<file path="src/rtl/serial_tx_pkg.sv">
// Shared types and defaults for the serial transmit arbiter.
// Provides the FSM state encoding and the requester-ID width helper.
package serial_tx_pkg;

  localparam int DEF_WIDTH   = 32;
  localparam int DEF_NREQ    = 4;
  localparam int DEF_TIMEOUT = 4096;

  typedef enum logic [2:0] {
    IDLE,
    LOAD,
    START,
    WAIT,
    DONE
  } tx_state_t;

  // Bits needed to index n requesters; never less than one bit.
  function automatic int id_width(input int n);
    return (n > 1) ? $clog2(n) : 1;
  endfunction

endpackage

</file>
<file path="src/rtl/tx_status_sync.sv">
// Brings the transmitter's TxBusy/TxDone status into the Clk domain.
// TxBusy is passed on as a level; TxDone is reduced to a one-cycle rising-edge pulse.
module tx_status_sync (
  input  logic Clk,
  input  logic Reset,
  input  logic TxBusy,
  input  logic TxDone,
  output logic busy_sync,
  output logic done_evt
);

  logic busy_s1, busy_s2;
  logic done_s1, done_s2, done_s3;

  // done_s3 holds the previous synchronized TxDone for edge detection.
  always_ff @(posedge Clk or posedge Reset) begin
    if (Reset) begin
      busy_s1 <= 1'b0;
      busy_s2 <= 1'b0;
      done_s1 <= 1'b0;
      done_s2 <= 1'b0;
      done_s3 <= 1'b0;
    end else begin
      busy_s1 <= TxBusy;
      busy_s2 <= busy_s1;
      done_s1 <= TxDone;
      done_s2 <= done_s1;
      done_s3 <= done_s2;
    end
  end

  assign busy_sync = busy_s2;
  assign done_evt  = done_s2 & ~done_s3;

endmodule

</file>
<file path="src/rtl/serial_tx_arbiter.sv">
// Round-robin arbiter sharing one serial transmitter among NREQ word producers.
// Latches the winning word, runs the Sample/StartTx handshake, and acks on completion or timeout.
module serial_tx_arbiter
  import serial_tx_pkg::*;
#(
  parameter int WIDTH   = DEF_WIDTH,
  parameter int NREQ    = DEF_NREQ,
  parameter int TIMEOUT = DEF_TIMEOUT,
  localparam int IDW    = id_width(NREQ)
) (
  input  logic                  Clk,
  input  logic                  Reset,
  input  logic [NREQ-1:0]       ReqValid,
  input  logic [NREQ*WIDTH-1:0] ReqData,
  output logic [NREQ-1:0]       ReqAck,
  output logic                  ReqErr,
  output logic [WIDTH-1:0]      TxData,
  output logic                  TxSample,
  output logic                  TxStartTx,
  input  logic                  TxBusy,
  input  logic                  TxDone,
  output logic [IDW-1:0]        ActiveId,
  output logic                  Busy
);

  localparam int CNTW = $clog2(TIMEOUT);

  tx_state_t        state, state_next;
  logic [IDW-1:0]   rr_ptr;
  logic [CNTW-1:0]  count;
  logic             err_q;

  logic             busy_sync, done_evt;
  logic             timed_out;

  logic             hi_found, lo_found, grant_found;
  logic [IDW-1:0]   hi_id, lo_id, grant_id;
  logic [WIDTH-1:0] grant_data;

  logic             load_grant;
  logic             done_err;

  tx_status_sync u_sync (
    .Clk       (Clk),
    .Reset     (Reset),
    .TxBusy    (TxBusy),
    .TxDone    (TxDone),
    .busy_sync (busy_sync),
    .done_evt  (done_evt)
  );

  // Lowest set index above the pointer wins; otherwise wrap to the lowest at or below it.
  always_comb begin
    hi_found = 1'b0;
    lo_found = 1'b0;
    hi_id    = '0;
    lo_id    = '0;
    for (int i = NREQ - 1; i >= 0; i--) begin
      if (ReqValid[i]) begin
        if (IDW'(i) > rr_ptr) begin
          hi_found = 1'b1;
          hi_id    = IDW'(i);
        end else begin
          lo_found = 1'b1;
          lo_id    = IDW'(i);
        end
      end
    end
    grant_found = hi_found | lo_found;
    grant_id    = hi_found ? hi_id : lo_id;
    grant_data  = '0;
    for (int i = 0; i < NREQ; i++) begin
      if (grant_id == IDW'(i)) begin
        grant_data = ReqData[i*WIDTH +: WIDTH];
      end
    end
  end

  assign timed_out = (count == CNTW'(TIMEOUT - 1));
  assign Busy      = (state != IDLE);

  always_comb begin
    state_next = state;
    ReqAck     = '0;
    ReqErr     = 1'b0;
    TxSample   = 1'b0;
    TxStartTx  = 1'b0;
    load_grant = 1'b0;
    done_err   = 1'b0;
    case (state)
      IDLE: begin
        if (grant_found) begin
          load_grant = 1'b1;
          state_next = LOAD;
        end
      end
      LOAD: begin
        TxSample   = 1'b1;
        state_next = START;
      end
      START: begin
        TxStartTx = 1'b1;
        if (timed_out) begin
          done_err   = 1'b1;
          state_next = DONE;
        end else if (busy_sync) begin
          state_next = WAIT;
        end
      end
      // A completion edge wins over a timeout landing on the same cycle.
      WAIT: begin
        if (done_evt) begin
          state_next = DONE;
        end else if (timed_out) begin
          done_err   = 1'b1;
          state_next = DONE;
        end
      end
      DONE: begin
        ReqErr = err_q;
        for (int i = 0; i < NREQ; i++) begin
          ReqAck[i] = (ActiveId == IDW'(i));
        end
        state_next = IDLE;
      end
      default: state_next = IDLE;
    endcase
  end

  // err_q tracks the exit reason until DONE, then holds it for the ack cycle.
  always_ff @(posedge Clk or posedge Reset) begin
    if (Reset) begin
      state    <= IDLE;
      rr_ptr   <= IDW'(NREQ - 1);
      ActiveId <= '0;
      TxData   <= '0;
      err_q    <= 1'b0;
      count    <= '0;
    end else begin
      state <= state_next;
      if (load_grant) begin
        ActiveId <= grant_id;
        TxData   <= grant_data;
      end
      if (state != DONE) begin
        err_q <= done_err;
      end
      if (state == DONE) begin
        rr_ptr <= ActiveId;
      end
      if (state == LOAD) begin
        count <= '0;
      end else if ((state == START) || (state == WAIT)) begin
        count <= count + 1'b1;
      end
    end
  end

endmodule

</file>
<file path="config.mk">
export PLATFORM = sky130hd
export DESIGN_NAME = serial_tx_arbiter
export DESIGN_NICKNAME = d
export VERILOG_FILES = /design/src/rtl/serial_tx_pkg.sv /design/src/rtl/tx_status_sync.sv /design/src/rtl/serial_tx_arbiter.sv
export SDC_FILE = /design/constraint.sdc
export NUM_CORES = 1
export LEC_CHECK = 0
export CAP_MARGIN = 20
export CELL_PAD_IN_SITES_DETAIL_PLACEMENT = 1
export CELL_PAD_IN_SITES_GLOBAL_PLACEMENT = 2
export CORE_ASPECT_RATIO = 0.5
export CORE_MARGIN = 2
export CORE_UTILIZATION = 22
export CTS_CLUSTER_DIAMETER = 60
export DETAILED_ROUTE_END_ITERATION = 7
export PLACE_DENSITY = 0.89
export SLEW_MARGIN = 20
export SYNTH_ARGS = -nofsm -noshare
export SYNTH_HDL_FRONTEND = slang
export SYNTH_SLANG_ARGS = --single-unit
</file>
<file path="constraint.sdc">
create_clock -name Clk -period 2.9 [get_ports Clk]
set_input_delay 0.58 -clock Clk [delete_from_list [all_inputs] [get_ports Clk]]
set_output_delay 0.58 -clock Clk [all_outputs]
set_load 0.1 [all_outputs]
</file>
==> Yosys cells after proc, flatten, opt, wreduce, memory -nomap -nowiden <==
Cells that the tools add are included.
Widths: inputs -> output; s select.
{ "word_totals": {"out_inout_bits": 42, "elab_cells": 95, "in_bits": 136, "ff_bits": 57} }
{ "op_classes": {"n_eq_ne": 15, "n_addsub": 1, "n_reduce_logical": 7, "n_mux": 54, "bitwise": 3, "n_lt_le_gt_ge": 4} }
{ "ops": {"columns": ["operator", "count"], "rows": [
  ["$mux 32", 4],
  ["$mux 2", 17],
  ["$mux 12", 2],
  ["$mux 1", 23],
  ["$mux 3", 5],
  ["$add 12x1->12 const B", 1],
  ["$eq 12x12->1 const B", 1],
  ["$pmux 3 s4", 1],
  ["$eq 2x2->1 const B", 4],
  ["$eq 3x2->1 const B", 2],
  ["$ne 3x3->1 const B", 2],
  ["$eq 2x1->1 const B", 2],
  ["$gt 1x2->1 const A", 2],
  ["$gt 2x2->1 const A", 2],
  ["$logic_not 2->1", 2],
  ["$mux 4", 1],
  ["$eq 3x1->1 const B", 1],
  ["$eq 3x3->1 const B", 1],
  ["$logic_not 3->1", 1],
  ["$ne 3x2->1 const B", 1],
  ["$reduce_and 3->1", 1],
  ["$reduce_bool 3->1", 1],
  ["$ne 2x2->1 const B", 1],
  ["$pmux 1 s2", 1],
  ["5 further kinds", 5]
]} }

==> Depth between registers and ports, before layout <==
{ "depth": {"word_depth": 15, "depth_mapped": 8, "ltp_nobuf": 6} }

==> Hierarchy <==
Synthesis repeated with hierarchy kept, for this count alone.
{ "unflattened": {"hier_cells": 357, "area_unflattened_um2": 3440.8} }
{ "modules_own_cells": {"columns": ["mod", "cells_each", "area_per_inst_um2", "seq_area_each_um2", "instances"], "rows": [
  ["serial_tx_arbiter", 350, 3298.2, 1303.8, 1],
  ["tx_status_sync", 7, 142.6, 125.1, 1]
]} }

==> Worst setup path after synthesis <==
Ideal clock, no wire load.
{ "synth_timing": {"path_kind": "register -> output", "start": "reg ActiveId[1]", "end": "out ReqAck[2]", "path_stages_with_launch": 2, "setup_slack_ns": -0.958, "t_arrival_ns": 3.278, "required_time_ns": 2.320, "path_buffers": 0, "cell_sequence": "dfrtp_1 -> nor3b_1"} }
{ "synth_between": {"elab_chain_cells": 2} }
{ "synth_rtl": {"columns": ["item", "line_no", "rtl"], "rows": [
  ["from (decl)", "serial_tx_arbiter.sv:22", "output logic [IDW-1:0] ActiveId,"],
  ["from (signal assigned)", "serial_tx_arbiter.sv:142", "ActiveId <= grant_id;"],
  ["$eq 2x2->1", "serial_tx_arbiter.sv:122", "ReqAck[i] = (ActiveId == IDW'(i));"],
  ["$mux 4", "serial_tx_arbiter.sv:90", "case (state)"],
  ["to (decl)", "serial_tx_arbiter.sv:15", "output logic [NREQ-1:0] ReqAck,"]
]} }
Every way passes these cells.

==> Final worst setup path <==
{ "layout_timing": {"start": "in ReqValid[3]", "end": "reg TxData[1]"} }
{ "layout_between": {"elab_chain_cells": 13, "elab_cells_between_ends": 40, "cone_classes": "eq/ne: 3; mux: 35; bitwise: 1; reduce/logical: 1"} }
{ "layout_rtl": {"columns": ["item", "line_no", "rtl"], "rows": [
  ["from (decl)", "serial_tx_arbiter.sv:13", "input logic [NREQ-1:0] ReqValid,"],
  ["$mux 2 / $mux 1 (equally long branches)", "serial_tx_arbiter.sv:59", "if (ReqValid[i]) begin"],
  ["$mux 2 / $mux 1 (equally long branches)", "serial_tx_arbiter.sv:60", "if (IDW'(i) > rr_ptr) begin"],
  ["$mux 2 / $mux 1 (equally long branches)", "serial_tx_arbiter.sv:59", null],
  ["$mux 2 / $mux 1 (equally long branches)", "serial_tx_arbiter.sv:60", null],
  ["$mux 2 / $mux 1 (equally long branches)", "serial_tx_arbiter.sv:59", null],
  ["$mux 2 / $mux 1 (equally long branches)", "serial_tx_arbiter.sv:60", null],
  ["$mux 2 / $mux 1 (equally long branches)", "serial_tx_arbiter.sv:59", null],
  ["$mux 2", "serial_tx_arbiter.sv:70", "grant_id = hi_found ? hi_id : lo_id;"],
  ["$logic_not 2->1", "serial_tx_arbiter.sv:73", "if (grant_id == IDW'(i)) begin"],
  ["$mux 32 (4 in series)", "serial_tx_arbiter.sv:73", null],
  ["to (signal assigned)", "serial_tx_arbiter.sv:143", "TxData <= grant_data;"],
  ["to (decl)", "serial_tx_arbiter.sv:17", "output logic [WIDTH-1:0] TxData,"]
]} }
Several ways; a longest one is shown, not always the timed one.
A chain may end at the register's enable or synchronous reset.

==> results.json <==
{
  "status": "completed",
  "cp_num_buf_inv": 2,
  "max-vdd-ir-drop_mv": 0.448,
  "synth_edf_count": 0,
  "core_area_sq_um": 14500,
  "post-dp-hpwl_microns": 10300,
  "synthCells": 352,
  "grt-ovfl-total": 0,
  "hold_viol_final": 0,
  "cts_resized": 0,
  "skew_ps": 8.02,
  "die_x_microns": 177,
  "grt_pass1_wl_microns": 21400,
  "min_period_ps": 2430,
  "area_delta_synth_final_pct": 68.7,
  "final_area_sq_um": 5550,
  "die_y_microns": 90.5,
  "crit_slowest_cell": "clkdlybuf4s50_1",
  "cts_tree": "yes",
  "root_buffer": "clkbuf_16",
  "nNetsFinal": 666,
  "path_max_fanout": 15,
  "port_buffers": 177,
  "wl_per_cell_microns": 18.8,
  "slew_headroom": 0.584,
  "rsz0062_at_grt": "false",
  "criticalPathCategory": "in -> reg",
  "fmax_ghz": 0.412,
  "grt_pass1_vias": 3956,
  "fin_util": 0.382,
  "syn-cell-area_sq_um": 3290,
  "fin_crit_sh": 0.837,
  "synthTopCellsByCount": "a21oi_1, dfrtp_1, inv_1, o221a_1, o221ai_1",
  "dieArea_sq_um": 16000,
  "rows": 31,
  "synthArstFlopShare": 1.00,
  "dr.pass1.iters": 4,
  "h-tree-depth": 3,
  "synth.most_common_cell": "a21oi_1",
  "ios": 178,
  "slew_viol_final": 0,
  "critPathLaunchType": "primary input",
  "via_per_inst": 4.83,
  "syn_nets": 489,
  "drv_cap": 0,
  "setup_ws_ps": 471,
  "nFillCells": 1702,
  "cp.arrival_ps": 2700,
  "synthFlopType": "dfrtp_1",
  "finalPower_mw": 6.52,
  "synth_area_leaders": "dfrtp_1, o221a_1, a21oi_1, o221ai_1, inv_1",
  "drt_iter0_markers": 146,
  "slowest_delay_ps": 560,
  "placed_cell_area_sq_um": 5250,
  "synth_top_cell_by_area": "dfrtp_1",
  "powerDensity_nw_per_um2": 1170,
  "p_leak_nw": 2.31,
  "setup-violations-final": 0,
  "synth_cell_types": 42,
  "ys_warn_count": 0,
  "netlist.area_leader.share": 0.418,
  "worstPathRequired_ps": 3170,
  "grtUsageTotal": 0.173,
  "clk_pin_slew_ps": 60,
  "start_util": 0.226,
  "route.detailed.drc": 0,
  "drive_gt1_frac": 0.170,
  "ys_seq_area_frac": 0.434,
  "hold_class": "reg -> reg",
  "dp_slack_ps": 137,
  "clock-sinks": 57,
  "antenna_found_initial": 0,
  "wirelength_microns": 13700,
  "critPathCaptureType": "register",
  "ant_nets": 0,
  "hold_buffers": 0,
  "crit_chain": "clkdlybuf4s50_1 -> nor2_1 -> a22o_1 -> a22oi_2 -> buf_4 -> o221ai_1 -> o221a_1",
  "avgSynthCellArea_sq_um": 9.34,
  "cts_made_buffers": 9,
  "clock_latency_ps": 330,
  "grt_start_max_net_pins": 27,
  "globalplace.congestion": 0.758,
  "diodes": 0,
  "vias": 3535,
  "critPathTopFamily": "compound AO/OA/AOI/OAI gates",
  "cts_buffer_depth": 2,
  "max_slew.worst_pin.slew_ps": 623,
  "post_cts_buffers": 0,
  "synth-seq-cells": 57
}
==> registers in the layout, indices dropped and copies added, names as in the netlist <==
register,cells
TxData,32
ActiveId,2
rr_ptr,2
u_sync.done_s2,1
state,3
u_sync.busy_s1,1
u_sync.done_s1,1
count,12
err_q,1
u_sync.done_s3,1
u_sync.busy_sync,1
==> placed cells by master, fill, tap and decap left out, types with 2 or more instances in the layout <==
cell type,count
a21o_1,3
a21oi_1,66
a22o_1,3
and3_1,3
and4_1,2
buf_4,60
clkbuf_16,9
clkdlybuf4s50_1,135
clkinvlp_4,2
dfrtp_1,55
dfstp_2,2
inv_1,33
mux2i_1,2
nand2_1,20
nand2b_1,4
nand3_1,5
nor2_1,17
nor3_1,5
nor3b_2,2
o211ai_1,2
o21ai_0,5
o221a_1,31
o221ai_1,31
or2_1,2
xnor2_1,3
xor2_1,5
==> cell families after synthesis <==
kind of cell / Yosys count / share of synthesized area
AO/OA/AOI/OAI: 150 / 0.344
AND/OR/NAND/NOR: 69 / 0.105
buffers and inverters: 64 / 0.0825
flip-flops: 57 / 0.434
XOR/XNOR: 8 / 0.0213
multiplexers: 3 / 0.00951
adder cells (fa/ha/maj): 1 / 0.00380
==> power breakdown <==
group          switching [mW]  total, mW  internal, mW  leakage (nW)
Sequential              0.292       1.41          1.12         0.673
Combinational            2.91       4.05          1.14          1.50
Clock                   0.390       1.06         0.667         0.139
==> worst register-to-register path, delay by kind of cell, from the launching register on <==
family          cells  cell delay [ps]
flops               1              660
buf+inv             1              220
compound gates      2              580
simple gates        3              480
==> path summary, 6_finish.rpt <==
path / from / endpoint / slack, ps / depth (start not counted)
worst max-delay path: ReqValid[3] / TxData[1]$_DFFE_PP0P_ / 470 / 7
worst min-delay path: u_sync.done_s1$_DFF_PP0_ / u_sync.done_s2$_DFF_PP0_ / 350 / 0
worst max register to register: rr_ptr[1]$_DFFE_PP1P_ / TxData[6]$_DFFE_PP0P_ / 830 / 6
worst min register to register: u_sync.done_s1$_DFF_PP0_ / u_sync.done_s2$_DFF_PP0_ / 350 / 0
max in group asynchronous: Reset / TxData[22]$_DFFE_PP0P_ / 1650 / 3
min in group asynchronous: Reset / count[7]$_DFFE_PP0P_ / 650 / 2
==> final cells by class <==
class                   instances  area [sq um]  area share
repair buffers                196          1820       0.328
multi-input cells             231          1630       0.293
clock buffers                  10           229      0.0413
flip-flops and latches         57          1430       0.257
inverters                      34           128      0.0230
clock inverters                 6          67.6      0.0122
well taps                     198           248      0.0446
==> per-stage QoR <==
stage / instances / hold slack [ps] / TNS, ps
final: 732 / 351 / 0
after global routing: 732 / 365 / 0
after CTS: 732 / 353 / 0
after detailed placement: 716 / 340 / 0
after global placement: 716 / 334 / 0
after floorplan: 352 / 331 / -31.1
==> metal layers <==
| layer | routed length [microns] | track usage |
|---|---|---|
| met1 | 5640 | 0.201 |
| met4 | 343 | 0.0551 |
| met5 | 0 | 0 |
| met2 | 7240 | 0.315 |
| met3 | 508 | 0.0387 |
Power figures use the tool's default switching activity.
==> variant 1 (config.mk and constraints unchanged) <==
Set the package constant `DEF_TIMEOUT` to 8192 (it was 4096).
--- a/src/rtl/serial_tx_pkg.sv
+++ b/src/rtl/serial_tx_pkg.sv
@@ -4,7 +4,7 @@
 
   localparam int DEF_WIDTH   = 32;
   localparam int DEF_NREQ    = 4;
-  localparam int DEF_TIMEOUT = 4096;
+  localparam int DEF_TIMEOUT = 8192;
 
   typedef enum logic [2:0] {
     IDLE,
Function: same outputs for any inputs over 10 cycles, from zero or initial values and one cycle with Reset high; that may be too few to reach the edited logic, so the function may still have changed.
==> variant 1 against the unedited design <==
  * Power is 1.8% higher
  * Clock skew is 0.0022 ns lower
  * Global-route usage is 0.73 points lower
  * Hold slack got worse by 0.0026 ns
  * Die area increased by 16%
  * First-iteration DRC count grew 9.6%
  * Critical path type is now reg2out
  * Combinational power grew 5.2%
  * Area after synthesis up 16%
  * Critical endpoint is now ReqAck[0]
  * Largest cell class is now multi-input gates
  * Setup slack better by 0.043 ns
  * Non-clock buffer count is the same
  * Final area grew 9.7%
  * Wire length rose by 11%
  * Sequential cell count is 1 higher
==> variant 1: results <==
grt:
  grt_max_degree: 37
  grt_pass1_vias: 4145
  grt_usage_pct: 16.6
  grt_pass1_wl_um: 23700
logic_synthesis:
  ys_seq_elements: 58
  synth_fp_nets: 523
  synth_fa_ha_area_share_pct: 0.328
  avgSynthCellArea_um2: 9.89
  synth-compound-area-share_pct: 26.8
  synth.area.mux_share_pct: 9.53
  synth_area_leaders: "dfrtp_1 37%, o211ai_2 9.5%, mux2i_1 8.7%, and4_1 7.6%, o31a_1 7.3%"
critical_path:
  crit_family: "simple AND/OR/NAND/NOR gates"
  max_stage_delay_ns: 0.53
  slowest_stage: "dfrtp_1"
  cp_max_fo: 12
  cp.arrival_ns: 1.81
  worstReg2RegStart: "rr_ptr[0]$_DFFE_PP1P_"
  worstReg2RegEnd: "TxData[28]$_DFFE_PP0P_"
placed_design:
  dpl.cell_count: 774
  place_area_um2: 5790
  gp_congestion: 0.782
  pre_cts_ws_ns: 0.0979
  dp_hpwl_um: 11300
final_layout:
  finalNetCount: 695
  stdcell_count: 790
  final-nonclk-buf-share_pct: 30.1
  clock_area_share_pct: 4.79
  multi_input_area_share_pct: 36.4
  multi_input_cells: 290
  top_regs: "TxData: 32 flops, count: 13 flops, state: 3 flops"
  inv_count: 3
  seq_area_um2: 1450
  nClkBuffers: 12
power_and_ir_drop:
  p_leak_nw: 2.65
  p_per_area_nw_per_um2: 1090
  max-vdd-ir-drop_mv: 0.484
timing:
  fin_skew_ns: 0.00581
  slew_headroom_pct: 55.1
  finalCritPeriodShare_pct: 82.3
route:
  wire_per_inst_um: 19.3
hold_path:
  hp-start: "u_sync.busy_s1$_DFF_PP0_"
status:
  status: "finished, final reports clean"
-- variant 1: cell count changes after synthesis, sizes merged, moves of 4 or more --
cell | before | now
a21oi | 67 | 3
o221ai | 31 | 0
o31a | 0 | 32
clkbuf | 20 | 24
o221a | 31 | 0
nand2 | 20 | 45
nand4 | 0 | 5
inv | 34 | 3
mux2i | 2 | 33
and4 | 2 | 33
o21ai | 6 | 36
o211ai | 2 | 32
-- variant 1: metal layers --
layer	GRT usage, %	share of wire [%]
met5	0	0
met4	4.71	1.9
met3	3.32	3.3
met2	30.8	53
met1	19.1	42
-- variant 1: where the power goes --
part / internal [mW] / switching, mW
clock network: 0.644 / 0.388
registers: 1.11 / 0.235
logic: 1.25 / 3.02
total: 3.00 / 3.64
-- variant 1: cells by family after synthesis --
kind of cell             after synthesis
XOR/XNOR                               5
multiplexers                          36
AO/OA/AOI/OAI                        121
buffers and inverters                 38
adder cells (fa/ha/maj)                1
flip-flops                            58
AND/OR/NAND/NOR                      127
==> variant 2 (same settings) <==
Made on the original files. Reset style: synchronous (`Reset`), changed in 2 clocked blocks.
--- a/src/rtl/tx_status_sync.sv
+++ b/src/rtl/tx_status_sync.sv
@@ -13,7 +13,7 @@
   logic done_s1, done_s2, done_s3;
 
   // done_s3 holds the previous synchronized TxDone for edge detection.
-  always_ff @(posedge Clk or posedge Reset) begin
+  always_ff @(posedge Clk) begin
     if (Reset) begin
       busy_s1 <= 1'b0;
       busy_s2 <= 1'b0;
--- a/src/rtl/serial_tx_arbiter.sv
+++ b/src/rtl/serial_tx_arbiter.sv
@@ -128,7 +128,7 @@
   end
 
   // err_q tracks the exit reason until DONE, then holds it for the ack cycle.
-  always_ff @(posedge Clk or posedge Reset) begin
+  always_ff @(posedge Clk) begin
     if (Reset) begin
       state    <= IDLE;
       rr_ptr   <= IDW'(NREQ - 1);
Behaviour: differs if Reset is asserted again (counterexample within 4 cycles, from zero or initial values and one cycle with Reset high); with Reset held inactive, the same outputs for 10 cycles.
==> variant 2 against the unedited design <==
  * Final area increased by 1.8%
  * Wire length rose by 2.8%
  * Clock skew decreased by 0.0023 ns
  * Global-route usage is 0.67 points lower
  * Area after synthesis grew 5.4%
  * Utilization down 1.5 points
  * Sequential cell count unchanged
  * Setup slack got worse by 0.039 ns
Power is not compared: it rests on default switching activity, and its combinational part moved more than twofold at a synthesized area within 25%.
==> variant 2: results <==
logic_synthesis:
  synth_area_leaders: "dfxtp_1 33%, nand3b_1 10%, nand4b_1 5.8%, nand2_1 5.5%, o21bai_1 4.8%"
  synthCells: 425
  synthDistinctLibCells: 45
  synth_common_cells: "57 x dfxtp_1, 51 x nand2_1, 48 x nand3b_1"
  yosysSeqAreaShare_pct: 32.9
  synth_fp_nets: 562
  postSynth.asyncResetShare_pct: 0
  ys.flop_type: "dfxtp_1"
grt:
  gr-usage-met3_pct: 3.93
  met2_usage_pct: 32.1
  grt_pass1_vias: 4119
  use_met1_pct: 17.9
  grt_max_degree: 28
  grt_pass1_wl_um: 21600
  grt_usage_pct: 16.6
route:
  wl_met3_um: 621
  detail_route.iter0.violations: 131
  wl_met2_um: 7380
  met1_length_um: 5870
  totalWireLength_um: 14100
  vias: 3824
final_layout:
  nNonClkBuffers: 190
  final-nonclk-buf-share_pct: 31.3
  final_core_utilization_pct: 36.7
  multi_input_area_um2: 2170
  seq_share_pct: 20.2
  clock_area_share_pct: 5.42
  inv_count: 3
  fill_cells: 1799
  drive_gt1_share_pct: 17.1
  multi_input_cells: 329
  stdcell_count: 799
  finalNetCount: 727
  flops_and_latches: 57
status:
  status: "finished, final reports clean"
placed_design:
  place_area_um2: 5350
  gp_congestion: 0.774
  pre_cts_ws_ns: 0.102
  dp_hpwl_um: 10600
  dpl.cell_count: 783
timing:
  fin_skew_ns: 0.00571
  max_freq_mhz: 405
critical_path:
  cp_max_fo: 21
  crit_family: "buffers and inverters"
  max_stage_delay_ns: 0.74
power_and_ir_drop:
  sequentialPowerShare_pct: 25.3
  swShare_pct: 44.5
floorplan:
  dieArea_um2: 16800
==> variant 2: cell count changes after synthesis, moves of 37 or more <==
| cell | change |
|---|---|
| a21oi_1 | -37 |
| dfrtp_1 | -55 |
| dfxtp_1 | +57 |
| nand3b_1 | +48 |
==> variant 2: worst paths after layout <==
check / start / end / slack [ns] / cells after the start
worst min-delay path: u_sync.done_s1$_SDFF_PP0_ / u_sync.done_s2$_SDFF_PP0_ / 0.45 / 1
worst min register to register: u_sync.done_s1$_SDFF_PP0_ / u_sync.done_s2$_SDFF_PP0_ / 0.45 / 1
worst max register to register: state[2]$_SDFFE_PP0P_ / TxData[21]$_SDFFE_PP0P_ / 0.78 / 7
worst max-delay path: ReqValid[1] / TxData[21]$_SDFFE_PP0P_ / 0.43 / 7
==> variant 2: kinds of logic after synthesis <==
logic type	Yosys count	share of synthesized area [%]
simple gates	194	32.6
flops	57	32.9
compound gates	112	22.1
xor+xnor	8	2.02
buf+inv	39	5.63
fa+ha+maj	1	0.361
mux	14	4.40
